==> src/rtl/gpu_display_pkg.sv <==
// Shared types and constants for the seven-segment display back-end.
package gpu_display_pkg;

  // Controller sequencing states
  typedef enum logic [1:0] {
    IDLE = 2'd0,
    CONV = 2'd1,
    LOAD = 2'd2
  } state_t;

  localparam int unsigned NUM_DIGITS = 4;
  localparam int unsigned SEG_W      = 7;

  // Active-low segment patterns (gfedcba)
  localparam logic [SEG_W-1:0] SEG_BLANK = 7'h7F;
  localparam logic [SEG_W-1:0] SEG_DASH  = 7'h3F;

endpackage

==> src/rtl/seg7_encoder.sv <==
// Combinational nibble to active-low seven-segment decoder (bit order gfedcba).
module seg7_encoder
  import gpu_display_pkg::*;
(
  input  logic [3:0]       nibble,
  output logic [SEG_W-1:0] segments_c
);

  // Glyph lookup for 0-9, A, b, C, d, E, F
  always_comb begin
    segments_c = SEG_BLANK;
    case (nibble)
      4'h0: segments_c = 7'h40;
      4'h1: segments_c = 7'h79;
      4'h2: segments_c = 7'h24;
      4'h3: segments_c = 7'h30;
      4'h4: segments_c = 7'h19;
      4'h5: segments_c = 7'h12;
      4'h6: segments_c = 7'h02;
      4'h7: segments_c = 7'h78;
      4'h8: segments_c = 7'h00;
      4'h9: segments_c = 7'h10;
      4'hA: segments_c = 7'h08;
      4'hB: segments_c = 7'h03;
      4'hC: segments_c = 7'h46;
      4'hD: segments_c = 7'h21;
      4'hE: segments_c = 7'h06;
      4'hF: segments_c = 7'h0E;
      default: segments_c = SEG_BLANK;
    endcase
  end

endmodule

==> src/rtl/hex_display_ctrl.sv <==
// Four-digit seven-segment display controller: accepts a value over valid/ready,
// renders it as hex or as unsigned decimal (sequential double-dabble), and
// updates the registered active-low segment outputs atomically.
// Optional build macro LEAD_ZERO_BLANK_EN blanks leading zero digits (d0 always shown).
module hex_display_ctrl
  import gpu_display_pkg::*;
#(
  parameter int unsigned DATA_WIDTH = 16,
  parameter int unsigned BCD_DIGITS = 5
) (
  input  logic                        clk,
  input  logic                        rst_n,
  input  logic                        in_valid,
  output logic                        in_ready,
  input  logic [DATA_WIDTH-1:0]       in_data,
  input  logic                        in_mode,
  output logic                        done,
  output logic [NUM_DIGITS*SEG_W-1:0] hex
);

  localparam int unsigned BCD_W = 4 * BCD_DIGITS;
  localparam int unsigned CNT_W = $clog2(DATA_WIDTH + 1);
  localparam int unsigned DD_W  = BCD_W + DATA_WIDTH;

  state_t                state_q, state_d;
  logic                  accept_c;
  logic                  shift_c;
  logic                  load_c;

  logic [DATA_WIDTH-1:0] shift_q;
  logic [BCD_W-1:0]      bcd_q;
  logic [BCD_W-1:0]      bcd_adj_c;
  logic [DD_W-1:0]       dd_next_c;
  logic [CNT_W-1:0]      cnt_q;
  logic                  mode_q;

  logic [15:0]           value16_c;
  logic [3:0]            nib_c   [NUM_DIGITS];
  logic [SEG_W-1:0]      seg_c   [NUM_DIGITS];
  logic [SEG_W-1:0]      disp_c  [NUM_DIGITS];
  logic                  overflow_c;
  logic [NUM_DIGITS*SEG_W-1:0] hex_c;

  // State register
  always_ff @(posedge clk or negedge rst_n) begin
    if (!rst_n) state_q <= IDLE;
    else        state_q <= state_d;
  end

  // Next-state and control strobes
  always_comb begin
    state_d  = state_q;
    accept_c = 1'b0;
    shift_c  = 1'b0;
    load_c   = 1'b0;
    case (state_q)
      IDLE: begin
        if (in_valid && in_ready) begin
          accept_c = 1'b1;
          state_d  = in_mode ? CONV : LOAD;
        end
      end
      CONV: begin
        shift_c = 1'b1;
        if (cnt_q == CNT_W'(DATA_WIDTH - 1)) state_d = LOAD;
      end
      LOAD: begin
        load_c  = 1'b1;
        state_d = IDLE;
      end
      default: state_d = IDLE;
    endcase
  end

  // Double-dabble step: add 3 to every BCD digit >= 5, then shift {bcd, shift} left
  always_comb begin
    bcd_adj_c = bcd_q;
    for (int i = 0; i < int'(BCD_DIGITS); i++) begin
      if (bcd_q[4*i +: 4] >= 4'd5) bcd_adj_c[4*i +: 4] = bcd_q[4*i +: 4] + 4'd3;
    end
    dd_next_c = {bcd_adj_c, shift_q} << 1;
  end

  // Capture and conversion datapath
  always_ff @(posedge clk or negedge rst_n) begin
    if (!rst_n) begin
      shift_q <= '0;
      bcd_q   <= '0;
      cnt_q   <= '0;
      mode_q  <= 1'b0;
    end else if (accept_c) begin
      shift_q <= in_data;
      bcd_q   <= '0;
      cnt_q   <= '0;
      mode_q  <= in_mode;
    end else if (shift_c) begin
      bcd_q   <= dd_next_c[DD_W-1:DATA_WIDTH];
      shift_q <= dd_next_c[DATA_WIDTH-1:0];
      cnt_q   <= cnt_q + CNT_W'(1);
    end
  end

  // Digit source: raw nibbles in hex mode, BCD digits in decimal mode
  always_comb begin
    value16_c  = 16'(shift_q);
    overflow_c = mode_q && (bcd_q[BCD_W-1:4*NUM_DIGITS] != '0);
    for (int i = 0; i < int'(NUM_DIGITS); i++) begin
      nib_c[i] = mode_q ? bcd_q[4*i +: 4] : value16_c[4*i +: 4];
    end
  end

  for (genvar g = 0; g < int'(NUM_DIGITS); g++) begin : g_enc
    seg7_encoder u_enc (
      .nibble     (nib_c[g]),
      .segments_c (seg_c[g])
    );
  end

  // Final glyph selection: overflow dashes, optional leading-zero blanking
  always_comb begin
    logic lead;
    lead = 1'b1;
    for (int i = 0; i < int'(NUM_DIGITS); i++) disp_c[i] = seg_c[i];
`ifdef LEAD_ZERO_BLANK_EN
    for (int i = int'(NUM_DIGITS) - 1; i >= 1; i--) begin
      if (lead && (nib_c[i] == 4'd0)) disp_c[i] = SEG_BLANK;
      else                            lead      = 1'b0;
    end
`endif
    if (overflow_c) begin
      for (int i = 0; i < int'(NUM_DIGITS); i++) disp_c[i] = SEG_DASH;
    end
    hex_c = '0;
    for (int i = 0; i < int'(NUM_DIGITS); i++) hex_c[SEG_W*i +: SEG_W] = disp_c[i];
  end

  // Registered handshake and display outputs
  always_ff @(posedge clk or negedge rst_n) begin
    if (!rst_n) begin
      in_ready <= 1'b1;
      done     <= 1'b0;
      hex      <= {NUM_DIGITS{SEG_BLANK}};
    end else begin
      done <= load_c;
      if (accept_c)    in_ready <= 1'b0;
      else if (load_c) in_ready <= 1'b1;
      if (load_c)      hex      <= hex_c;
    end
  end

endmodule

==> config.mk <==
export PLATFORM = sky130hd
export DESIGN_NAME = hex_display_ctrl
export DESIGN_NICKNAME = d
export VERILOG_FILES = /design/src/rtl/gpu_display_pkg.sv /design/src/rtl/seg7_encoder.sv /design/src/rtl/hex_display_ctrl.sv
export SDC_FILE = /design/constraint.sdc
export NUM_CORES = 1
export LEC_CHECK = 0
export BUFFER_PORTS_ARGS = -buffer_cell sky130_fd_sc_hd__buf_2
export CAP_MARGIN = 20
export CORE_ASPECT_RATIO = 1.25
export CORE_MARGIN = 3
export CORE_UTILIZATION = 55
export CTS_BUF_LIST = sky130_fd_sc_hd__clkbuf_4
export CTS_CLUSTER_SIZE = 16
export DETAILED_ROUTE_END_ITERATION = 7
export PLACE_DENSITY = 0.77
export SYNTH_ARGS = -nofsm -noshare
export SYNTH_HDL_FRONTEND = slang
export SYNTH_SLANG_ARGS = --single-unit
export TNS_END_PERCENT = 5
==> constraint.sdc <==
create_clock -name clk -period 6.03 [get_ports clk]
set_input_delay 0.603 -clock clk [delete_from_list [all_inputs] [get_ports clk]]
set_output_delay 0.603 -clock clk [all_outputs]
set_load 0.02 [all_outputs]
=== After elaboration in Yosys (flattened, before gate mapping) ===
Memories as Yosys holds them, arrays and structs flattened.
Index checks and enable logic that the tools add are counted.

* Muxes and demuxes: 26
* Equality and inequality tests: 5
* Add/sub/neg operators: 6
* $lt $le $gt $ge: 5
* Reduce and logical (&&, ||, !) cells: 7

{| class="wikitable"
|+ Operator list
! cell !! count
|-
| $mux 20 || 2
|-
| $mux 16 || 2
|-
| $mux 4 || 8
|-
| $mux 28 || 1
|-
| $ge 4x3->1 const B || 5
|-
| $add 4x2->4 const B || 4
|-
| $mux 5 || 2
|-
| $mux 1 || 6
|-
| $mux 2 || 3
|-
| $add 5x1->5 const B || 1
|-
| $eq 5x4->1 const B || 1
|-
| $ne 2x2->1 const B || 2
|-
| $pmux 2 s2 || 1
|-
| $reduce_bool 2->1 || 2
|-
| $reduce_bool 4->1 || 1
|-
| $add 3x2->3 const B || 1
|-
| $mux 3 || 1
|-
| $eq 2x1->1 const B || 1
|-
| $eq 2x2->1 const B || 1
|-
| $logic_and 1x1->1 || 2
|-
| $logic_not 2->1 || 1
|-
| $reduce_and 2->1 || 1
|}

* Output and inout port bits: 30
* Register bits after elaboration: 74
* Word-level logic and storage cells: 61
* Memories kept: 4
* Input bits: 20
* Bits in read-only memories: 448

{| class="wikitable"
|+ Memories
! name !! depth !! bits a word !! rd ports !! clocked after Yosys merged registers in !! wr ports !! line !! source
|-
| (no name shown) || 16 || 7 || 1 || 0 || 0 || seg7_encoder.sv:12 || <nowiki>case (nibble)</nowiki>
|-
| (no name shown) || 16 || 7 || 1 || 0 || 0 || seg7_encoder.sv:12 ||
|-
| (no name shown) || 16 || 7 || 1 || 0 || 0 || seg7_encoder.sv:12 ||
|-
| (no name shown) || 16 || 7 || 1 || 0 || 0 || seg7_encoder.sv:12 ||
|}

=== Logic depth before layout (Yosys ltp) ===
Gate-level depths: netlist of run 1.

* Word-level depth: 4
* Gate-level depth with buffers: 10
* Gate-level depth less buffers: 7

=== Cells and area by module ===
From an unflattened synthesis of run 1, not the netlist that was laid out.

* Cell total of the unflattened synthesis: 422
* Area, all modules: 4,511.8 um^2

{| class="wikitable"
|+ Modules (own cells, without submodules)
! module !! seq. area each (um^2) !! instances !! cells each !! area each (um^2)
|-
| hex_display_ctrl || 1,888.1 || 1 || 295 || 3,433.3
|-
| seg7_encoder (g_enc[1].u_enc ...) || 0.0 || 3 || 32 || 275.3
|-
| seg7_encoder (g_enc[0].u_enc) || 0.0 || 1 || 31 || 252.7
|}

=== Least setup slack after synthesis of run 1 ===
No wires, ideal clock.

* Path kind: reg-to-reg
* Start point: reg mode_q
* End point: reg hex[17]
* Slack: 3.574 ns
* Period minus slack after synthesis: 2.456 ns
* Setup time: 0.095 ns
* Buffers on the path: 3
* Stages on the path, launching flop included: 11
* Data required time: 5.935 ns
* Arrival: 2.361 ns
* Cell sequence: dfrtp_1 > buf_6 > buf_6 > buf_2 > mux2i_1 > inv_1 > ha_1 > nand2b_1 > a32oi_1 > a2111oi_0 > a211oi_1

* Cells in the longest elaborated chain, start to end: 3
* Elaborated cells between the ends (all ways): 4
* Those cells by class: 2 x mux; 1 x reduce/logical; 1 x memory

{| class="wikitable"
|+ RTL lines
! what !! line !! source
|-
| start, declared || hex_display_ctrl.sv:35 || <nowiki>logic mode_q;</nowiki>
|-
| start signal, assigned || hex_display_ctrl.sv:95 || <nowiki>mode_q <= in_mode;</nowiki>
|-
| $mux 4 || hex_display_ctrl.sv:108 || <nowiki>nib_c[i] = mode_q ? bcd_q[4*i +: 4] : value16_c[4*i +: 4];</nowiki>
|-
| $mem_v2 16x7 || -- ||
|-
| $mux 28 * || hex_display_ctrl.sv:130 || <nowiki>if (overflow_c) begin</nowiki>
|-
| end signal, assigned || hex_display_ctrl.sv:142 || <nowiki>hex <= {NUM_DIGITS{SEG_BLANK}};</nowiki>
|-
| end, declared || hex_display_ctrl.sv:18 || <nowiki>output logic [NUM_DIGITS*SEG_W-1:0] hex</nowiki>
|}

Mark *: on every way between the ends. The rest lies on a longest branch, timed or not.
A chain may end at the register's enable or synchronous reset.

=== Worst setup path after layout of run 1 ===
* Start point: reg mode_q
* End point: reg hex[10]

Same word-level chain as after synthesis.

==> results of run 1 <==
[worst max-delay path, stage by stage, from the launching register on]
cell and delay [ns]:
dfrtp_2 1.07, mux2i_1 0.54, inv_1 0.20, ha_1 0.28
nand2b_1 0.09, a32oi_1 0.11, a2111oi_0 0.46, a211oi_1 0.09
[synthesized netlist by cell type, drive strengths merged, types with 5 or more instances]
library cell	count
nor2	28
nand2b	16
nor2b	5
a22oi	15
ha	43
a32o	5
inv	23
xnor2	13
nand2	78
nor3	7
o21ai	23
o31ai	6
dfstp	29
o22ai	13
a32oi	8
o22a	7
nand3	8
dfrtp	45
clkbuf	23
a21oi	21
mux2	6
mux2i	25
buf	15
a31oi	12
o211ai	13
[sequential cells by signal, indices dropped and copies added (netlist names)]
signal	flops
cnt_q	5
shift_q	16
bcd_q	20
state_q	2
in_ready	1
mode_q	1
done	1
hex	28
[routing by layer]
| metal | GRT usage (%) | vias up |
|---|---|---|
| met5 | 0 | - |
| met4 | 7.14 | 0 |
| met3 | 2.82 | 18 |
| met2 | 34.5 | 116 |
| met1 | 30.9 | 1942 |
| li1 | - | 1963 |
[cell type report]
type / count / area (um^2) / area share, %
Multi-Input combinational cell: 395 / 2820 / 52.7
Tap cell: 120 / 150 / 2.81
Inverter: 24 / 90.1 / 1.69
Clock buffer: 10 / 75.1 / 1.40
Clock inverter: 6 / 42.5 / 0.796
Timing Repair Buffer: 53 / 279 / 5.22
Sequential cell: 74 / 1890 / 35.3
[metrics by stage]
stage | hold WS (ns) | area, um^2 | setup slack [ns]
2_1_floorplan | 0.307 | 4970 | 3.57
3_3_place_gp | 0.457 | 5220 | 3.26
3_5_place_dp | 0.464 | 5230 | 3.13
4_1_cts | 0.364 | 5350 | 3.12
5_1_grt | 0.389 | 5350 | 2.70
6_report | 0.376 | 5350 | 3.07
[cell families after synthesis]
group | Yosys count
multiplexers | 33
adder cells (fa/ha/maj) | 43
AND/OR/NAND/NOR | 160
flip-flops | 74
XOR/XNOR | 17
AO/OA/AOI/OAI | 142
buffers and inverters | 62
[worst max-delay path by stage]
| stage | slack (ns) | endpoint | start |
|---|---|---|---|
| 2_1_floorplan | 3.57 | hex[17] | mode_q |
| 6_report | 3.07 | hex[10] | mode_q |
| 3_3_place_gp | 3.26 | hex[10] | mode_q |
| 5_1_grt | 2.70 | hex[10] | mode_q |
| 4_1_cts | 3.12 | hex[10] | mode_q |
| 3_5_place_dp | 3.13 | hex[17] | mode_q |
[report_power, final]
| group | total, mW | internal (mW) | switching, mW |
|---|---|---|---|
| registers | 1.07 | 0.765 | 0.309 |
| logic | 1.64 | 0.699 | 0.939 |
| clock network | 0.272 | 0.0899 | 0.182 |
==> run_results.csv, run 1 <==
group,metric,value,unit
status,status,"finished clean",
synthesis,ys.flop_type,"dfrtp_1",
placed_design,dpl.hpwl,7880,um
cells_and_area,final_nets,620,
hold_path,min_to,"shift_q[0]",
clocking,cts_hold_buf,0,
clocking,cts_tree,"built",
hold_path,hp-class,"input pin to register",
synthesis,synth_edf_count,0,
routing,vias_per_cell,5.92,
worst_setup_path,reg2regPathDepth,7,
worst_setup_path,r2r-end,"hex[10]",
synthesis,yosysWarnings,0,
placed_design,dp.cells,666,
routing,drt-total-wl,10900,um
cells_and_area,layout_common_cells,"nand2_1 (78), buf_2 (49), dfrtp_1 (44), ha_1 (43), dfstp_2 (29)",
floorplanning,io_pins,50,
routing,wl_per_cell,16.0,um
routing,wl_met1,5140,um
clocking,cts_setup_buffers,0,
floorplanning,die_w,91.0,um
synthesis,synth_area_per_cell,9.35,um^2
routing,drc,0,
synthesis,synth_cell_types,59,
floorplanning,fp.coreArea,8750,um^2
cells_and_area,nFillCells,773,
clocking,path_clk_slew,0.13,ns
floorplanning,floorplan.die_area,10200,um^2
clocking,clkSinkCount,74,
synthesis,synthCells,531,
routing,drtAntennaViolNets,0,
worst_setup_path,cp.required,6.33,ns
clocking,cts_root_buf,"clkbuf_4",
timing,clock-skew-final,0.0269,ns
grt,overflow,0,
hold_path,min_path_cells,3,
placed_design,gp_congestion,0.919,
floorplanning,die_y,112,um
run,max-cap-violations,0,
timing,rsz0062_at_grt,"no",
cells_and_area,layout-drive-gt1-share,20.8,%
synthesis,yosysSeqAreaShare,38.0,%
routing,vias,4039,
clocking,htreeDepth,3,
power_and_ir_drop,p_leak,2.33,nW
clocking,clock_path_buffers,2,
synthesis,synthSimpleGateAreaFrac,15.1,%
timing,hold_viol,0,
synthesis,synthMuxAreaShare,8.01,%
timing,finalCritPeriodShare,49.0,%
timing,setup_violations,0,
cells_and_area,areaGrowthSynthToFinish,7.63,%
hold_path,min_from,"in_data[0]",
synthesis,synthTopCellsByArea,"dfrtp_1 (23%), dfstp_2 (15%), ha_1 (11%)",
worst_setup_path,worst-r2r-setup-slack,3.07,ns
floorplanning,initial_utilization,56.8,%
routing,drt_iter0_drc,297,
worst_setup_path,arrival,3.26,ns
clocking,ctsResizeCount,0,
grt,grt_pass1_vias,3837,
routing,highest_layer,"met4",
power_and_ir_drop,power,2.98,mW
worst_setup_path,critPathKind,"register to register",
worst_setup_path,worstPathMaxFanout,49,
timing,setup_tns,0,ns
routing,met3_length,471,um
routing,wl_met2,5110,um
routing,drtPass1Iterations,5,
timing,fmax,338,MHz
clocking,cts_made_buffers,9,
clocking,clk_latency,0.43,ns
power_and_ir_drop,irDropWorstVdd,0.286,mV
timing,worst_slew_pin_slew,1.02,ns
floorplanning,num_rows,38,
cells_and_area,n_antenna_cell,0,
power_and_ir_drop,powerDensity,558,nW/um^2
grt,grt.total_usage,21.7,%
cells_and_area,postLayoutCoreUtil,61.1,%
synthesis,syn_area,4970,um^2
synthesis,syn-num-nets,594,
timing,relSlewSlack,31.9,%
worst_setup_path,cp-start-kind,"register",
synthesis,synth_compound_area_share,19.8,%
synthesis,yosys.area.top_type_share,22.7,%
synthesis,ys_seq_elements,74,
cells_and_area,fin_cells,682,
synthesis,synth_top_area_cell,"dfrtp_1",
grt,grt_max_degree,75,
timing,timing.final.crit_period,2.96,ns
synthesis,synthXorXnorAreaFrac,3.00,%
cells_and_area,final_common_cell,"nand2_1",
grt,grt_pass1_wl,18200,um
timing,slew_violations,0,
placed_design,portBuffers,49,
worst_setup_path,r2r-start,"mode_q",
synthesis,synth-async-reset-ratio,100,%
worst_setup_path,critPathCaptureType,"register",
grt,antenna_found_initial,0,
synthesis,synthAdderAreaFrac,10.8,%
synthesis,synth_top_family_by_area,"compound AO/OA/AOI/OAI gates",
(Power assumes the default switching activity.)
==> inputs of run 2 (changes only) <==
- PLACE_DENSITY: 0.77 -> 0.8
- clock period: 6.03 -> 2.63 ns (I/O delays scaled with it)
==> run 2 against run 1 <==
Net effect:
- fmax up 26%
- critical path depth decreased by 2
- via count grew 1.3%
- largest power group unchanged
==> run_results.csv, run 2 (synthesis results as in run 1) <==
group,metric,value,unit
timing,worst_slew_pin_slew,0.544,ns
clocking,clock_path_buffers,2,
run,max-cap-violations,0,
routing,vias,4092,
floorplanning,initial_utilization,56.8,%
cells_and_area,final_nets,633,
cells_and_area,layout-drive-gt1-share,22.3,%
routing,drtAntennaViolNets,0,
routing,drt-total-wl,11300,um
worst_setup_path,cp.required,3.01,ns
worst_setup_path,cp_cell_sequence,"mux2i_1 -> inv_1 -> ha_1 -> mux4_2 -> o22a_1",
worst_setup_path,critPathCaptureType,"register",
grt,grt_max_degree,51,
hold_path,hp-class,"input pin to register",
routing,drc,0,
routing,drt_iter0_drc,272,
routing,drtPass1Iterations,5,
floorplanning,die_w,91.0,um
placed_design,dpl.hpwl,8330,um
timing,setup_violations,0,
grt,grt_pass1_wl,19500,um
clocking,htreeDepth,3,
worst_setup_path,critPathKind,"register to register",
floorplanning,num_rows,38,
power_and_ir_drop,p_leak,2.41,nW
cells_and_area,final_common_cell,"nand2_1",
timing,relSlewSlack,63.8,%
cells_and_area,layout_common_cells,"nand2_1 (78), buf_2 (49), dfrtp_1 (44), ha_1 (43), dfstp_2 (29)",
timing,slew_violations,0,
power_and_ir_drop,irDropWorstVdd,0.469,mV
clocking,clkSinkCount,74,
timing,hold_viol,0,
worst_setup_path,crit_slowest_cell,"dfrtp_4",
power_and_ir_drop,power,7.07,mW
worst_setup_path,cpPeakStageDelay,0.69,ns
placed_design,gp_congestion,0.868,
cells_and_area,n_antenna_cell,0,
clocking,path_clk_slew,0.14,ns
clocking,cts_root_buf,"clkbuf_4",
placed_design,portBuffers,49,
cells_and_area,largest-register,"hex",
worst_setup_path,worst-r2r-setup-slack,0.28,ns
grt,antenna_found_initial,0,
timing,rsz0062_at_grt,"no",
cells_and_area,largest_register_ffs,28,
timing,whs,0.00839,ns
timing,timing.final.crit_period,2.35,ns
timing,finalCritPeriodShare,89.3,%
grt,grt.total_usage,23.3,%
routing,vias_per_cell,5.89,
clocking,cts_made_buffers,9,
cells_and_area,largestRegisters,"hex x28, bcd_q x20, shift_q x16",
timing,setup_tns,0,ns
routing,wl_per_cell,16.3,um
clocking,cts_tree,"built",
floorplanning,floorplan.die_area,10200,um^2
floorplanning,io_pins,50,
grt,overflow,0,
power_and_ir_drop,powerDensity,1290,nW/um^2
timing,clock-skew-final,0.0281,ns
worst_setup_path,arrival,2.73,ns
worst_setup_path,cp-start-kind,"register",
grt,grt_pass1_vias,4019,
worst_setup_path,worstPathMaxFanout,30,
status,status,"finished clean",
timing,fmax,426,MHz
cells_and_area,areaGrowthSynthToFinish,10.4,%
floorplanning,die_y,112,um
floorplanning,fp.coreArea,8750,um^2
clocking,clk_latency,0.46,ns
run 2: cell count changes in the layout (fill, tap and decap cells not counted):
cell / delta
buf_4: +12
clkinv_2: -2
buf_12: +1
buf_6: -1
bufinv_16: +1
clkinv_1: +1
dfrtp_2: -1
dfrtp_4: +1
dlygate4sd3_1: +1
run 2: worst paths after layout:
kind,startpoint,endpoint,depth (start not counted)
worst min register to register,hex[13],hex[13],2
min in group asynchronous,rst_n,done,2
max in group asynchronous,rst_n,in_ready,3
worst min-delay path,in_data[0],shift_q[0],3
worst max-delay path,mode_q,hex[3],5
worst max register to register,mode_q,hex[3],5
run 2: per-layer routing:
metal	vias up	GRT usage [%]	wire (um)
met1	1957	31.6	5160
met3	24	3.55	571
li1	1984	-	-
met4	0	9.96	256
met5	-	0	0
met2	127	37.3	5340
run 2: cell type report:
class,count,area (um^2)
Clock inverter,6,66.3
Tap cell,120,150
Clock buffer,10,75.1
Sequential cell,74,1890
Timing Repair Buffer,66,388
Fill cell,788,3270
Inverter,24,90.1
Multi-Input combinational cell,395,2820
run 2: power breakdown:
part / switching [mW] / internal (mW)
Sequential: 0.646 / 1.76
Clock: 0.431 / 0.301
Combinational: 2.25 / 1.69
Total: 3.32 / 3.75
run 2: timing repair:
action,in CTS,in global routing
endpoints found under the hold margin,1,0
hold buffers,1,0
endpoints found under the setup margin,0,1
resized for setup,0,1
buffers inserted,0,0
run 2: per-stage QoR:
step	area, um^2	setup slack (ns)	std cells	util [%]
floorplan	4970	0.174	531	-
global placement	5330	0.338	678	60.9
detailed placement	5330	0.231	678	60.9
CTS	5480	0.184	695	62.6
global route	5480	0.0838	695	62.6
finish	5480	0.282	695	62.6
run 2: worst max-delay path, delay by kind of cell (launching register included):
family	cells	cell delay (ns)
buffers and inverters	1	0.19
AO/OA/AOI/OAI	1	0.16
multiplexers	2	0.96
adder cells (fa/ha/maj)	1	0.27
flip-flops	1	0.69
